`config.mk`:
```
export PLATFORM = sky130hd
export DESIGN_NAME = lpc_post_fifo_flat
export DESIGN_NICKNAME = d
export VERILOG_FILES = /design/src/rtl/lpc_post_fifo_if.sv /design/src/rtl/lpc_post_fifo.sv /design/src/flat_wrapper.sv
export SDC_FILE = /design/constraint.sdc
export NUM_CORES = 1
export LEC_CHECK = 0
export BUFFER_PORTS_ARGS = -buffer_cell sky130_fd_sc_hd__clkbuf_2
export CAP_MARGIN = 20
export CORE_ASPECT_RATIO = 1.2
export CORE_MARGIN = 1.5
export CORE_UTILIZATION = 55
export DETAILED_ROUTE_END_ITERATION = 8
export PLACE_DENSITY_LB_ADDON = 0.1
export SLEW_MARGIN = 10
export SYNTH_ARGS = -nofsm -noshare
export SYNTH_HDL_FRONTEND = slang
export SYNTH_SLANG_ARGS = --single-unit
```
`constraint.sdc`:
```
create_clock -name lclk -period 3.1 [get_ports lclk]
set_input_delay 0.31 -clock lclk [delete_from_list [all_inputs] [get_ports lclk]]
set_output_delay 0.31 -clock lclk [all_outputs]
set_load 0.01 [all_outputs]
```
`src/rtl/lpc_post_fifo_if.sv`:
```
// Decoded LPC back-end bus between the LPC peripheral state machine (master)
// and an I/O target such as the POST code FIFO (slave).
interface lpc_post_fifo_if;
    logic        lpc_en;
    logic [15:0] lpc_addr;
    logic        io_rden_sm;
    logic        io_wren_sm;
    logic [7:0]  lpc_data_in;
    logic        addr_hit;
    logic [7:0]  din;

    modport master (
        output lpc_en,
        output lpc_addr,
        output io_rden_sm,
        output io_wren_sm,
        output lpc_data_in,
        input  addr_hit,
        input  din
    );

    modport slave (
        input  lpc_en,
        input  lpc_addr,
        input  io_rden_sm,
        input  io_wren_sm,
        input  lpc_data_in,
        output addr_hit,
        output din
    );
endinterface

```
`src/rtl/lpc_post_fifo.sv`:
```
// BIOS POST code capture: port 0x80 writes land in a FIFO and in last_code;
// the host drains the FIFO and reads a status byte through two I/O read ports.
module lpc_post_fifo #(
    parameter logic [15:0] POST_ADDR  = 16'h0080,
    parameter logic [15:0] STAT_ADDR  = 16'h0084,
    parameter logic [15:0] DATA_ADDR  = 16'h0085,
    parameter int          DEPTH_LOG2 = 4
) (
    input  logic                  lclk,
    input  logic                  lreset_n,
    lpc_post_fifo_if.slave        bus,
    input  logic                  clear,
    output logic [7:0]            last_code,
    output logic                  code_strobe,
    output logic [DEPTH_LOG2:0]   fifo_count,
    output logic                  overflow
);
    localparam int DEPTH = 1 << DEPTH_LOG2;
    localparam logic [DEPTH_LOG2-1:0] PTR_ONE  = DEPTH_LOG2'(1);
    localparam logic [DEPTH_LOG2:0]   CNT_ONE  = (DEPTH_LOG2 + 1)'(1);
    localparam logic [DEPTH_LOG2:0]   CNT_FULL = (DEPTH_LOG2 + 1)'(DEPTH);

    logic [7:0]            mem [DEPTH];
    logic [DEPTH_LOG2-1:0] wr_ptr;
    logic [DEPTH_LOG2-1:0] rd_ptr;
    logic                  wr_req;
    logic                  rd_req;
    logic                  wr_req_q;
    logic                  rd_req_q;
    logic                  wr_edge;
    logic                  rd_edge;
    logic                  full;
    logic                  empty;
    logic                  push;
    logic                  pop;
    logic                  stat_rd;
    logic                  data_rd;
    logic                  bad_rd;
    logic [7:0]            status;

    assign wr_req = bus.lpc_en & bus.io_wren_sm & (bus.lpc_addr == POST_ADDR);
    assign rd_req = bus.lpc_en & bus.io_rden_sm;

    assign bus.addr_hit = wr_req |
                          (rd_req & ((bus.lpc_addr == STAT_ADDR) | (bus.lpc_addr == DATA_ADDR)));

    // The peripheral holds its strobes for several cycles; act once per transaction.
    assign wr_edge = wr_req & ~wr_req_q;
    assign rd_edge = rd_req & ~rd_req_q;

    assign full  = (fifo_count == CNT_FULL);
    assign empty = (fifo_count == '0);

    // A read colliding with a write edge is answered with 0xFF and never pops.
    assign stat_rd = rd_edge & ~wr_edge & (bus.lpc_addr == STAT_ADDR);
    assign data_rd = rd_edge & ~wr_edge & (bus.lpc_addr == DATA_ADDR);
    assign bad_rd  = rd_edge & wr_edge &
                     ((bus.lpc_addr == STAT_ADDR) | (bus.lpc_addr == DATA_ADDR));

    assign push = wr_edge & ~full & ~clear;
    assign pop  = data_rd & ~empty & ~clear;

    assign status = {overflow, full, empty, 5'(fifo_count)};

    always_ff @(posedge lclk) begin
        if (push) begin
            mem[wr_ptr] <= bus.lpc_data_in;
        end
    end

    always_ff @(posedge lclk) begin
        if (!lreset_n) begin
            wr_req_q    <= 1'b0;
            rd_req_q    <= 1'b0;
            wr_ptr      <= '0;
            rd_ptr      <= '0;
            fifo_count  <= '0;
            last_code   <= 8'h00;
            code_strobe <= 1'b0;
            overflow    <= 1'b0;
            bus.din     <= 8'hFF;
        end else begin
            wr_req_q    <= wr_req;
            rd_req_q    <= rd_req;
            code_strobe <= wr_edge;

            if (wr_edge) begin
                last_code <= bus.lpc_data_in;
            end

            if (bad_rd) begin
                bus.din <= 8'hFF;
            end else if (data_rd) begin
                bus.din <= empty ? 8'hFF : mem[rd_ptr];
            end else if (stat_rd) begin
                bus.din <= status;
            end

            // Clear outranks everything so a coincident push is discarded.
            if (clear) begin
                wr_ptr     <= '0;
                rd_ptr     <= '0;
                fifo_count <= '0;
            end else if (push) begin
                wr_ptr     <= wr_ptr + PTR_ONE;
                fifo_count <= fifo_count + CNT_ONE;
            end else if (pop) begin
                rd_ptr     <= rd_ptr + PTR_ONE;
                fifo_count <= fifo_count - CNT_ONE;
            end

            if (clear) begin
                overflow <= 1'b0;
            end else if (wr_edge & full) begin
                overflow <= 1'b1;
            end else if (stat_rd) begin
                overflow <= 1'b0;
            end
        end
    end
endmodule

```
`src/flat_wrapper.sv`:
```
// flat-port wrapper written by rule: the top's interface ports become plain ports
module lpc_post_fifo_flat 
#(
    parameter logic [15:0] POST_ADDR  = 16'h0080,
    parameter logic [15:0] STAT_ADDR  = 16'h0084,
    parameter logic [15:0] DATA_ADDR  = 16'h0085,
    parameter int          DEPTH_LOG2 = 4
)
  (lclk, lreset_n, clear, last_code, code_strobe, fifo_count, overflow, bus_lpc_en, bus_lpc_addr, bus_io_rden_sm, bus_io_wren_sm, bus_lpc_data_in, bus_addr_hit, bus_din);
  lpc_post_fifo_if bus_i ();
  input  logic lclk;
  input  logic lreset_n;
  input  logic clear;
  output logic [7:0] last_code;
  output logic code_strobe;
  output logic [DEPTH_LOG2:0] fifo_count;
  output logic overflow;
  input wire logic [$bits(bus_i.lpc_en)-1:0] bus_lpc_en;
  input wire logic [$bits(bus_i.lpc_addr)-1:0] bus_lpc_addr;
  input wire logic [$bits(bus_i.io_rden_sm)-1:0] bus_io_rden_sm;
  input wire logic [$bits(bus_i.io_wren_sm)-1:0] bus_io_wren_sm;
  input wire logic [$bits(bus_i.lpc_data_in)-1:0] bus_lpc_data_in;
  output wire logic [$bits(bus_i.addr_hit)-1:0] bus_addr_hit;
  output wire logic [$bits(bus_i.din)-1:0] bus_din;
  assign bus_i.lpc_en = bus_lpc_en;
  assign bus_i.lpc_addr = bus_lpc_addr;
  assign bus_i.io_rden_sm = bus_io_rden_sm;
  assign bus_i.io_wren_sm = bus_io_wren_sm;
  assign bus_i.lpc_data_in = bus_lpc_data_in;
  assign bus_addr_hit = bus_i.addr_hit;
  assign bus_din = bus_i.din;
  lpc_post_fifo #(.POST_ADDR(POST_ADDR), .STAT_ADDR(STAT_ADDR), .DATA_ADDR(DATA_ADDR), .DEPTH_LOG2(DEPTH_LOG2)) u_core (.lclk(lclk), .lreset_n(lreset_n), .bus(bus_i), .clear(clear), .last_code(last_code), .code_strobe(code_strobe), .fifo_count(fifo_count), .overflow(overflow));
endmodule
```
# Word-level counts from Yosys, hierarchy flattened
# Memory sizes are Yosys's and may differ from the RTL's. A register that Yosys moved wholly into a read port is not among the register bits.
# Index checks and enable logic that the tools add are counted.
# word_totals
reg_bits	33
ramBits	128
output_inout_bits	24
memories	1
# memory_table
memory	depth	width	read_ports	rd_clocked_by_memory_dff	write_ports	line_no	rtl
u_core.mem	16	8	1	1	1	lpc_post_fifo.sv:23	logic [7:0] mem [DEPTH];
# classes
bitwise_logic	26
addsub	4
n_reduce_logical	7
muxes	11
eq_ne	4
# op_table
op	count
equality test 16 x 8 -> 1 bit, second input constant	3
two-way mux 8 bit	3
bitwise AND 1 bit	16
two-way mux 5 bit	2
adder 4 x 1 -> 4 bit, second input constant	2
two-way mux 4 bit	2
inverter 1 bit	8
nonzero test 2 bit	3
adder 5 x 1 -> 5 bit, second input constant	1
equality test 5 bit, second input constant	1
zero test 5 bit	1
subtractor 5 x 1 -> 5 bit, second input constant	1
two-way mux 1 bit	4
OR reduction 2 bit	2
bitwise OR 1 bit	2
AND reduction 2 bit	1

# Depth between registers and ports, before layout
# Gate-level depths: netlist of run 1.
# depth
word_depth	11
mapped_depth	13
ltp_nobuf	11

# Worst setup path after synthesis of run 1
# OpenSTA, ideal clock, no wires.
# synth_path
kind	reg2reg
from	register u_core.fifo_count[0]
to	register u_core.fifo_count[4]
slack_ns	0.454
setup_ns	0.131
path_stages_with_launch	13
path_buffers	1
arrival_ns	2.515
required_ns	2.969
path_cell_list	dfxtp_1 -> nor4_1 -> a211oi_1 -> and3_1 -> buf_4 -> nand2b_1 -> inv_1 -> fa_1 -> nor2b_1 -> o21a_1 -> nor4_1 -> mux2i_1 -> o211ai_1
# synth_via
elab_chain_cells	5
# synth_lines
item	line_no	rtl
from (decl)	lpc_post_fifo.sv:15	output logic [DEPTH_LOG2:0] fifo_count,
from (signal assigned)	lpc_post_fifo.sv:106	fifo_count <= fifo_count + CNT_ONE;
from (signal assigned)	lpc_post_fifo.sv:109	fifo_count <= fifo_count - CNT_ONE;
equality test 5 bit *	lpc_post_fifo.sv:51	assign full = (fifo_count == CNT_FULL);
inverter 1 bit *	lpc_post_fifo.sv:60	assign push = wr_edge & ~full & ~clear;
bitwise AND 1 bit * (2 in a row)	lpc_post_fifo.sv:60	
net u_core.push	lpc_post_fifo.sv:34	logic push;
two-way mux 5 bit or nonzero test 2 bit (tied branches)	--	
# Mark *: on every way through the listed nets, which the timed path passes. The rest lies on a longest branch. The select of a mux whose other input is x is not followed.
# A chain may end at the register's enable or synchronous reset.

# Final worst setup path of run 1
# Ends and elaborated chain as after synthesis.

==> results of run 1 <==
## through the flow
step / setup slack (ns) / cells / utilization / instance area (um2)
after floorplan: 0.4540 / 450 / - / 6790
after global placement: 0.5685 / 666 / 0.6092 / 7345
after detailed placement: 0.4615 / 666 / 0.6092 / 7345
after CTS: 0.4476 / 697 / 0.6598 / 7955
after global routing: 0.2485 / 697 / 0.6598 / 7955
final: 0.4547 / 697 / 0.6598 / 7955
## area by class of cell
type | instances | area, um2 | area share
well taps | 161 | 201.4 | 0.02532
multi-input cells | 254 | 2077 | 0.2611
clock inverters | 13 | 181.4 | 0.02281
clock buffers | 18 | 429.2 | 0.05395
inverters | 9 | 33.78 | 0.004247
repair buffers | 77 | 445.4 | 0.05599
flip-flops and latches | 165 | 4587 | 0.5766
## layout by cell type (no fill, tap or decap), types with 2 or more instances in the layout
cell type     n
edfxtp_1    128
clkbuf_2     53
dfxtp_1      35
nand2_1      27
nor2_1       25
mux4_2       24
o21ai_0      24
buf_4        24
nand3_1      18
mux2i_1      18
a21oi_1      17
clkbuf_16    17
inv_1         9
ha_1          9
nor4_1        8
a211oi_1      7
nand2b_1      7
a22o_1        5
o221ai_1      5
nand4_1       5
nor4_2        4
and2_1        4
nor2b_1       4
or3_1         4
o21ai_1       4
a22oi_1       4
bufinv_16     4
nand3b_1      3
xnor2_1       3
o211ai_1      3
clkinvlp_4    3
and3_1        2
or2_2         2
a2bb2oi_1     2
dfxtp_2       2
clkinv_1      2
clkinv_4      2
## layer usage
layer / up-vias / global-route usage
met2: 104 / 0.4029
met5: - / 0
li1: 1909 / -
met1: 2073 / 0.3081
met4: 0 / 0.09641
met3: 21 / 0.06122
## worst max-delay path, cell delays in order (launching register included)
cell	delay, ns
dfxtp_1	0.37
nor4_1	0.35
buf_4	0.20
a211oi_1	0.08
and3_1	0.22
nand2b_1	0.17
inv_1	0.08
fa_1	0.40
nor2b_1	0.14
o21a_1	0.18
nor4_1	0.06
mux2i_1	0.16
o211ai_1	0.10
## registers in the layout, summed over array words and instances, names as in the netlist, named ones only
register            cells
u_core.mem            128
u_core.rd_req_q         1
u_core.overflow         1
u_core.wr_req_q         1
u_core.bus.din          8
u_core.fifo_count       5
u_core.rd_ptr           4
u_core.code_strobe      1
u_core.wr_ptr           4
u_core.last_code        8
## worst paths after layout
check | startpoint | cells after the start | endpoint | slack [ns]
max reg2reg | u_core.fifo_count[0] | 12 | u_core.fifo_count[4] | 0.45
min | bus_io_rden_sm | 2 | u_core.rd_req_q | 0.14
max | u_core.fifo_count[0] | 12 | u_core.fifo_count[4] | 0.45
min reg2reg | u_core.last_code[5] | 2 | u_core.last_code[5] | 0.45
## cell families (layout without fill, tap and decap cells)
logic type,after synthesis,in the layout,synth area share
flip-flops,165,165,0.6751
AND/OR/NAND/NOR,120,120,0.1001
AO/OA/AOI/OAI,78,78,0.07315
multiplexers,42,42,0.1061
buffers and inverters,31,117,0.02082
adder cells (fa/ha/maj),10,10,0.01953
XOR/XNOR,4,4,0.005160
## power by group through the flow
stage               clock, mW  sequential [mW]  combinational [mW]
floorplan                   0             2.43              0.0244
global placement            0             2.43              0.0797
detailed placement          0             2.43              0.0830
CTS                      2.20             2.38              0.0828
global route             2.29             2.38              0.0901
finish                   2.17             2.38              0.0810
==> results.py, run 1 <==
metrics = {
    "power": {
        "power_density_nw_per_um2": 581.6,
        "cellLeakagePower_nw": 2.624,
        "power_switching_mw": 0.8875,
        "fin_total_pwr_mw": 4.627,
        "sw_frac_of_total": 0.1918,
        "seq_power_share": 0.514,
        "intPower_mw": 3.739,
        "combPwrFrac": 0.018,
        "ir_worst_vdd_mv": 0.4882,
        "clkPwrFrac": 0.468,
    },
    "routing": {
        "vias_after_detailed_routing": 4107,
        "firstDrtPassIters": 6,
        "detail_route.drc_violations": 0,
        "wl_um": 14650,
        "route.layer.met1.wl_um": 6220,
        "first_iter_violations": 317,
        "highest-signal-layer": "met4",
        "routed-wl-met3_um": 638,
        "routedWlPerCell_um": 21.01,
        "met2_wirelength_um": 7518,
        "avgViaCountPerCell": 5.892,
        "drtAntennaViolNets": 0,
    },
    "yosys": {
        "synth_area_leader_cell": "edfxtp_1",
        "yosys-top-cells-area": "edfxtp_1, dfxtp_1, mux4_2",
        "yosysSeqAreaShare": 0.6751,
        "most_used_standard_cell_by_instance_count_after_synthesis": "edfxtp_1",
        "syn-cell-area_um2": 6790,
        "synthFlopType": "edfxtp_1",
        "count_of_yosys_warnings_during_synthesis": 0,
        "number_of_instances_in_the_synthesized_netlist": 450,
        "ys_top_cells_by_count": "edfxtp_1, dfxtp_1, nand2_1",
        "ys_seq_elements": 165,
        "synth.distinct_cells": 49,
        "postSynthAreaPerCell_um2": 15.09,
        "top_area_cell_type_share_of_the_netlist_area": 0.5661,
        "number_of_enable_type_register_cells_in_the_synthesized_netlist": 128,
        "synth_fp_nets": 490,
        "async_flop_share": 0,
    },
    "finish": {
        "fillerInstances": 862,
        "antenna_cells_inserted": 0,
        "finalNetCount": 564,
        "layout_cell_share_with_drive_strength_beyond_1": 0.2687,
        "area_delta_synth_final_pct": 17.15,
    },
    "global_route": {
        "grt_pass1_vias": 4093,
        "grt_util_all_layers": 0.2435,
        "antenna_found_initial": 0,
        "grt_pass1_wl_um": 23040,
        "largest_net_degree_at_the_start_of_global_routing": 25,
        "globalRoute.totalOverflow": 0,
    },
    "clocking": {
        "ctsHoldBuffers": 0,
        "tritoncts": "yes",
        "post_cts_buffers": 0,
        "cts_made_buffers": 17,
        "h-tree-depth": 4,
        "worst_skew_late_latency_ns": 0.43,
        "clock-sinks": 165,
        "post_cts_resize_count": 0,
        "clock_tree.buffer_depth": 2,
        "cts-root-buf": "clkbuf_16",
        "worst_setup_hold_path_clk_slew_ns": 0.06,
    },
    "critical_path": {
        "critPathRequiredTime_ns": 3.41,
        "crit_path_end_kind": "flop",
        "critical_path.max_fanout": 6,
        "setup.worst_path.start_class": "flop",
        "arrival_ns": 2.95,
        "kind_of_critical_path": "reg -> reg",
    },
    "sta": {
        "final.setup.tns_ns": 0,
        "timing_max_transition_violations_final": 0,
        "rsz0062_at_grt": "no",
        "worst_hold_slack_after_final_layout_ns": 0.1370,
        "tightestPinTransition_ns": 0.7578,
        "setup_viol": 0,
        "max_slew_margin": 0.4910,
        "report.final.hold_viol_count": 0,
        "period_needed_ns": 2.645,
        "final.setup_skew_ns": 0.009951,
        "min_period_over_period": 0.8533,
        "fmax_mhz": 378.0,
    },
    "place": {
        "io_buffers": 53,
        "dp_hpwl_um": 9955,
        "finalWeightedCongestion": 0.8371,
    },
    "outcome": {
        "run_status": "complete, no violations",
    },
    "run": {
        "drv_cap": 0,
    },
    "floorplan": {
        "fp.coreArea_um2": 12060,
        "floorplan.die.height_um": 124.7,
        "ioPinCount": 54,
        "floorplan.initialDensity": 0.5632,
        "die-width_um": 104.4,
        "placement_rows": 44,
        "area_of_the_die_um2": 13020,
    },
    "min_path": {
        "hold_path_class": "in -> reg",
    },
}
Note: power is estimated with default switching activity, not from simulation.
==> run 2, diff against run 1 <==
Settings changed: PLACE_DENSITY from default to 0.74, PLACE_DENSITY_LB_ADDON 0.1 to default.
==> results.py, run 2 (same netlist as run 1, synthesis figures left out) <==
metrics = {
    "global_route": {
        "grt_util_all_layers": 0.2366,
        "globalRoute.totalOverflow": 0,
        "grt_pass1_wl_um": 22650,
        "largest_net_degree_at_the_start_of_global_routing": 25,
        "antenna_found_initial": 0,
        "grt_pass1_vias": 4076,
    },
    "run": {
        "drv_cap": 0,
    },
    "power": {
        "ir_worst_vdd_mv": 0.4668,
        "cellLeakagePower_nw": 2.616,
        "power_density_nw_per_um2": 560.8,
    },
    "finish": {
        "layout.cells.most_common_list": "edfxtp_1, clkbuf_2, dfxtp_1",
        "most_common_library_cell_in_the_layout_ignoring_fill_and_taps": "edfxtp_1",
        "finalNetCount": 562,
        "multi_input_area_um2": 2071,
        "antenna_cells_inserted": 0,
        "fillerInstances": 846,
        "post_layout_nonfiller_instances": 696,
        "reg.largest.list": "u_core.mem: 128 flops, u_core.bus.din: 8 flops, u_core.last_code: 8 flops",
        "regArea_um2": 4587,
        "flip_flop_count_of_the_largest_register_after_layout": 128,
        "top_register": "u_core.mem",
        "layout_cell_share_with_drive_strength_beyond_1": 0.2710,
        "area_delta_synth_final_pct": 16.38,
    },
    "floorplan": {
        "ioPinCount": 54,
        "placement_rows": 44,
        "floorplan.initialDensity": 0.5632,
        "floorplan.die.height_um": 124.7,
        "die-width_um": 104.4,
        "area_of_the_die_um2": 13020,
        "fp.coreArea_um2": 12060,
    },
    "critical_path": {
        "setup.worst_path.start_class": "flop",
        "critical_path.n_buffers_inverters": 2,
        "critical_path.max_fanout": 6,
        "kind_of_critical_path": "reg -> reg",
        "cpMostUsedCell": "nor4_1",
        "crit_chain": "nor4_1 -> buf_4 -> a211oi_1 -> and3_1 -> nand2b_1 -> inv_1 -> fa_1 -> nor2b_1 -> o21a_1 -> nor4_1 -> mux2i_1 -> o211ai_1",
        "cpMaxStageDelayCell": "fa_1",
        "critPathRequiredTime_ns": 3.38,
        "arrival_ns": 2.88,
        "cp_slowest_stage_delay_ns": 0.40,
        "crit_path_end_kind": "flop",
        "crit_family": "simple AND/OR/NAND/NOR gates",
    },
    "sta": {
        "final.setup.tns_ns": 0,
        "rsz0062_at_grt": "no",
        "setup_viol": 0,
        "min_period_over_period": 0.8379,
        "timing_max_transition_violations_final": 0,
        "fmax_mhz": 385.0,
        "report.final.hold_viol_count": 0,
        "final.setup_skew_ns": 0.008296,
        "max_slew_margin": 0.4576,
        "tightestPinTransition_ns": 0.8076,
        "period_needed_ns": 2.598,
    },
    "place": {
        "place.detailed.instances": 664,
        "finalWeightedCongestion": 0.8606,
        "io_buffers": 53,
        "dp_hpwl_um": 9842,
    },
    "routing": {
        "wl_um": 14400,
        "first_iter_violations": 406,
        "vias_after_detailed_routing": 4165,
        "avgViaCountPerCell": 5.984,
        "drtAntennaViolNets": 0,
        "firstDrtPassIters": 5,
        "routedWlPerCell_um": 20.69,
        "detail_route.drc_violations": 0,
    },
    "clocking": {
        "h-tree-depth": 4,
        "ctsHoldBuffers": 0,
        "cts-root-buf": "clkbuf_16",
        "clock_tree.buffer_depth": 2,
        "worst_skew_late_latency_ns": 0.42,
        "post_cts_buffers": 0,
        "worst_setup_hold_path_clk_slew_ns": 0.07,
        "tritoncts": "yes",
        "post_cts_resize_count": 0,
        "cts_made_buffers": 17,
        "clock-sinks": 165,
    },
    "outcome": {
        "run_status": "complete, no violations",
    },
    "min_path": {
        "hold_path_class": "in -> reg",
    },
}
==> run 2: layout make-up <==
class / instances / area share
Clock buffer: 20 / 0.06048
Clock inverter: 12 / 0.01124
Inverter: 9 / 0.004275
Multi-Input combinational cell: 254 / 0.2620
Sequential cell: 165 / 0.5804
Tap cell: 161 / 0.02549
Timing Repair Buffer: 75 / 0.05605
==> run 2: worst paths after layout <==
| path | slack (ns) | to | start | depth (start not counted) |
|---|---|---|---|---|
| worst min-delay path | 0.15 | u_core.rd_req_q | bus_io_rden_sm | 2 |
| worst min register to register | 0.47 | u_core.last_code[2] | u_core.last_code[2] | 2 |
| worst max register to register | 0.50 | u_core.fifo_count[4] | u_core.fifo_count[0] | 12 |
| worst max-delay path | 0.50 | u_core.fifo_count[4] | u_core.fifo_count[0] | 12 |
==> run 2: where the power goes <==
group	switching, mW	internal (mW)
Sequential	0.000268	2.38
Combinational	0.0573	0.0221
Clock	0.849	1.12
Total	0.906	3.53
==> run 2: layer usage <==
metal | global-route usage | routed length, um | vias to the layer above
li1 | - | - | 1902
met1 | 0.3105 | 5939 | 2053
met2 | 0.3808 | 7126 | 175
met3 | 0.05128 | 832 | 35
met4 | 0.1046 | 502 | 0
met5 | 0 | 0 | -
==> run 2: metrics by stage <==
stage | util | hold slack (ns) | total power, mW | setup WS [ns] | instance area (um2)
floorplan | - | 0.4089 | 2.452 | 0.4540 | 6790
global placement | 0.6084 | 0.4399 | 2.503 | 0.5540 | 7336
detailed placement | 0.6084 | 0.4542 | 2.507 | 0.4228 | 7336
CTS | 0.6555 | 0.1499 | 4.450 | 0.5066 | 7903
global route | 0.6555 | 0.1733 | 4.542 | 0.2398 | 7903
finish | 0.6555 | 0.1538 | 4.432 | 0.5025 | 7903
==> run 3, diff against run 2 <==
Settings changed: CORE_UTILIZATION 55 to 54, PLACE_DENSITY 0.74 to 0.76.
Clock period 3.1 ns to 2.16 ns, I/O delays scaled along.
==> results.py, run 3 (same netlist as run 1, synthesis figures left out) <==
metrics = {
    "sta": {
        "report.final.hold_viol_count": 0,
        "rsz0062_at_grt": "yes",
        "timing_max_transition_violations_final": 0,
        "max_slew_margin": 0.6603,
        "setup_viol": 1,
        "min_period_over_period": 1.018,
        "fmax_mhz": 454.7,
        "period_needed_ns": 2.199,
        "final.setup_skew_ns": 0.008061,
        "post_layout_worst_setup_margin_ns": -0.03941,
        "tightestPinTransition_ns": 0.5049,
    },
    "clocking": {
        "h-tree-depth": 4,
        "clock_tree.buffer_depth": 2,
        "cts-root-buf": "clkbuf_16",
        "tritoncts": "yes",
        "clock-sinks": 165,
        "worst_skew_late_latency_ns": 0.42,
        "worst_setup_hold_path_clk_slew_ns": 0.06,
        "ctsHoldBuffers": 0,
        "cts_made_buffers": 17,
    },
    "critical_path": {
        "startpoint_of_the_worst_register_to_register_path": "u_core.fifo_count[1]",
        "setup.worst_path.start_class": "flop",
        "crit_chain": "nor4_4 -> a211oi_2 -> and3_4 -> nand2b_4 -> inv_2 -> fa_2 -> nor2b_1 -> o21a_1 -> nor4_1 -> mux2i_1 -> o211ai_1",
        "crit_path_end_kind": "flop",
        "critical_path.max_fanout": 4,
        "reg2reg_setup_slack_ns": -0.04,
        "crit_family": "simple AND/OR/NAND/NOR gates",
        "cp_slowest_stage_delay_ns": 0.36,
        "timing.rr.end": "u_core.fifo_count[4]",
        "worstRegToRegCells": 11,
        "critical_path.n_buffers_inverters": 1,
        "arrival_ns": 2.50,
        "kind_of_critical_path": "reg -> reg",
        "cpMaxStageDelayCell": "nor4_4",
        "critPathRequiredTime_ns": 2.46,
    },
    "routing": {
        "routedWlPerCell_um": 20.40,
        "drtAntennaViolNets": 0,
        "firstDrtPassIters": 5,
        "first_iter_violations": 314,
        "detail_route.drc_violations": 0,
        "avgViaCountPerCell": 5.859,
        "wl_um": 14790,
        "vias_after_detailed_routing": 4248,
    },
    "finish": {
        "area_delta_synth_final_pct": 21.19,
        "antenna_cells_inserted": 0,
        "finalNetCount": 591,
        "top_register": "u_core.mem",
        "final_core_utilization": 0.6764,
        "stdcell_area_um2": 8229,
        "most_common_library_cell_in_the_layout_ignoring_fill_and_taps": "edfxtp_1",
        "regArea_um2": 4593,
        "reg.largest.list": "u_core.mem: 128 flops, u_core.bus.din: 8 flops, u_core.last_code: 8 flops",
        "layout_cell_share_with_drive_strength_beyond_1": 0.3262,
        "fillerInstances": 819,
        "layout.cells.most_common_list": "edfxtp_1, clkbuf_2, buf_4",
        "flip_flop_count_of_the_largest_register_after_layout": 128,
        "multi_input_area_um2": 2136,
        "post_layout_nonfiller_instances": 725,
    },
    "min_path": {
        "hold_path_class": "in -> reg",
        "timing.hold.worst_path_depth": 2,
        "worst_hold_startpoint": "bus_io_rden_sm",
        "hold_path_end": "u_core.rd_req_q",
    },
    "global_route": {
        "grt_pass1_wl_um": 22940,
        "antenna_found_initial": 0,
        "globalRoute.totalOverflow": 0,
        "grt_util_all_layers": 0.2369,
        "grt_pass1_vias": 4243,
        "largest_net_degree_at_the_start_of_global_routing": 24,
    },
    "power": {
        "power_density_nw_per_um2": 796.1,
        "cellLeakagePower_nw": 2.780,
        "fin_total_pwr_mw": 6.551,
        "ir_worst_vdd_mv": 0.5879,
    },
    "run": {
        "drv_cap": 0,
    },
    "floorplan": {
        "die-width_um": 105.4,
        "floorplan.initialDensity": 0.5581,
        "fp.coreArea_um2": 12170,
        "placement_rows": 44,
        "area_of_the_die_um2": 13260,
        "ioPinCount": 54,
        "floorplan.die.height_um": 125.8,
    },
    "outcome": {
        "failed_checks": "negative setup slack",
        "run_status": "finished, violations left",
    },
    "place": {
        "io_buffers": 53,
        "dp_area_um2": 7605,
        "preCtsSetupSlack_ns": -0.2292,
        "place.detailed.instances": 691,
        "finalWeightedCongestion": 0.8902,
        "dp_hpwl_um": 10090,
    },
}
## run 3: how the worst max path moves through the flow
stage | startpoint | to | cells past startpoint
floorplan | bus_lpc_addr[5] | u_core.fifo_count[4] | 12
global placement | bus_lpc_addr[0] | u_core.fifo_count[4] | 11
detailed placement | bus_lpc_addr[0] | u_core.fifo_count[3] | 12
CTS | u_core.fifo_count[1] | u_core.fifo_count[4] | 11
global route | u_core.fifo_count[1] | u_core.fifo_count[4] | 11
finish | u_core.fifo_count[1] | u_core.fifo_count[4] | 11
## run 3: repair_timing
item	4_1_cts	5_1_grt
gates resized for setup	2	5
pin swaps	3	2
endpoints found under the setup margin	2	3
buffers inserted	1	1
endpoints found under the hold margin	0	0
## run 3: stage by stage
step	setup TNS, ns	hold slack [ns]
final	-0.03941	0.04602
after global routing	-0.2358	0.04190
after CTS	-0.009140	0.03569
after detailed placement	-4.035	0.4528
after global placement	-0.4090	0.4431
after floorplan	-0.1012	0.3149
## run 3: power by group
part | total [mW] | internal (mW) | switching (mW)
combinational | 0.129 | 0.0414 | 0.0871
sequential | 3.41 | 3.41 | 0.000421
clock | 3.01 | 1.82 | 1.19
## run 3: cell type report
| class | count | area share |
|---|---|---|
| multi-input cells | 254 | 0.2595 |
| flip-flops and latches | 165 | 0.5582 |
| clock inverters | 12 | 0.01885 |
| inverters | 9 | 0.004105 |
| well taps | 161 | 0.02448 |
| repair buffers | 104 | 0.08180 |
| clock buffers | 20 | 0.05306 |
## run 3: layer usage
layer | part of all wire | global-route usage | routed length, um | vias to the layer above
met5 | 0 | 0 | 0 | -
met1 | 0.43 | 0.3089 | 6307 | 2108
met4 | 0.037 | 0.1209 | 554 | 0
met3 | 0.047 | 0.04141 | 696 | 33
met2 | 0.49 | 0.3852 | 7234 | 147
li1 | - | - | - | 1960
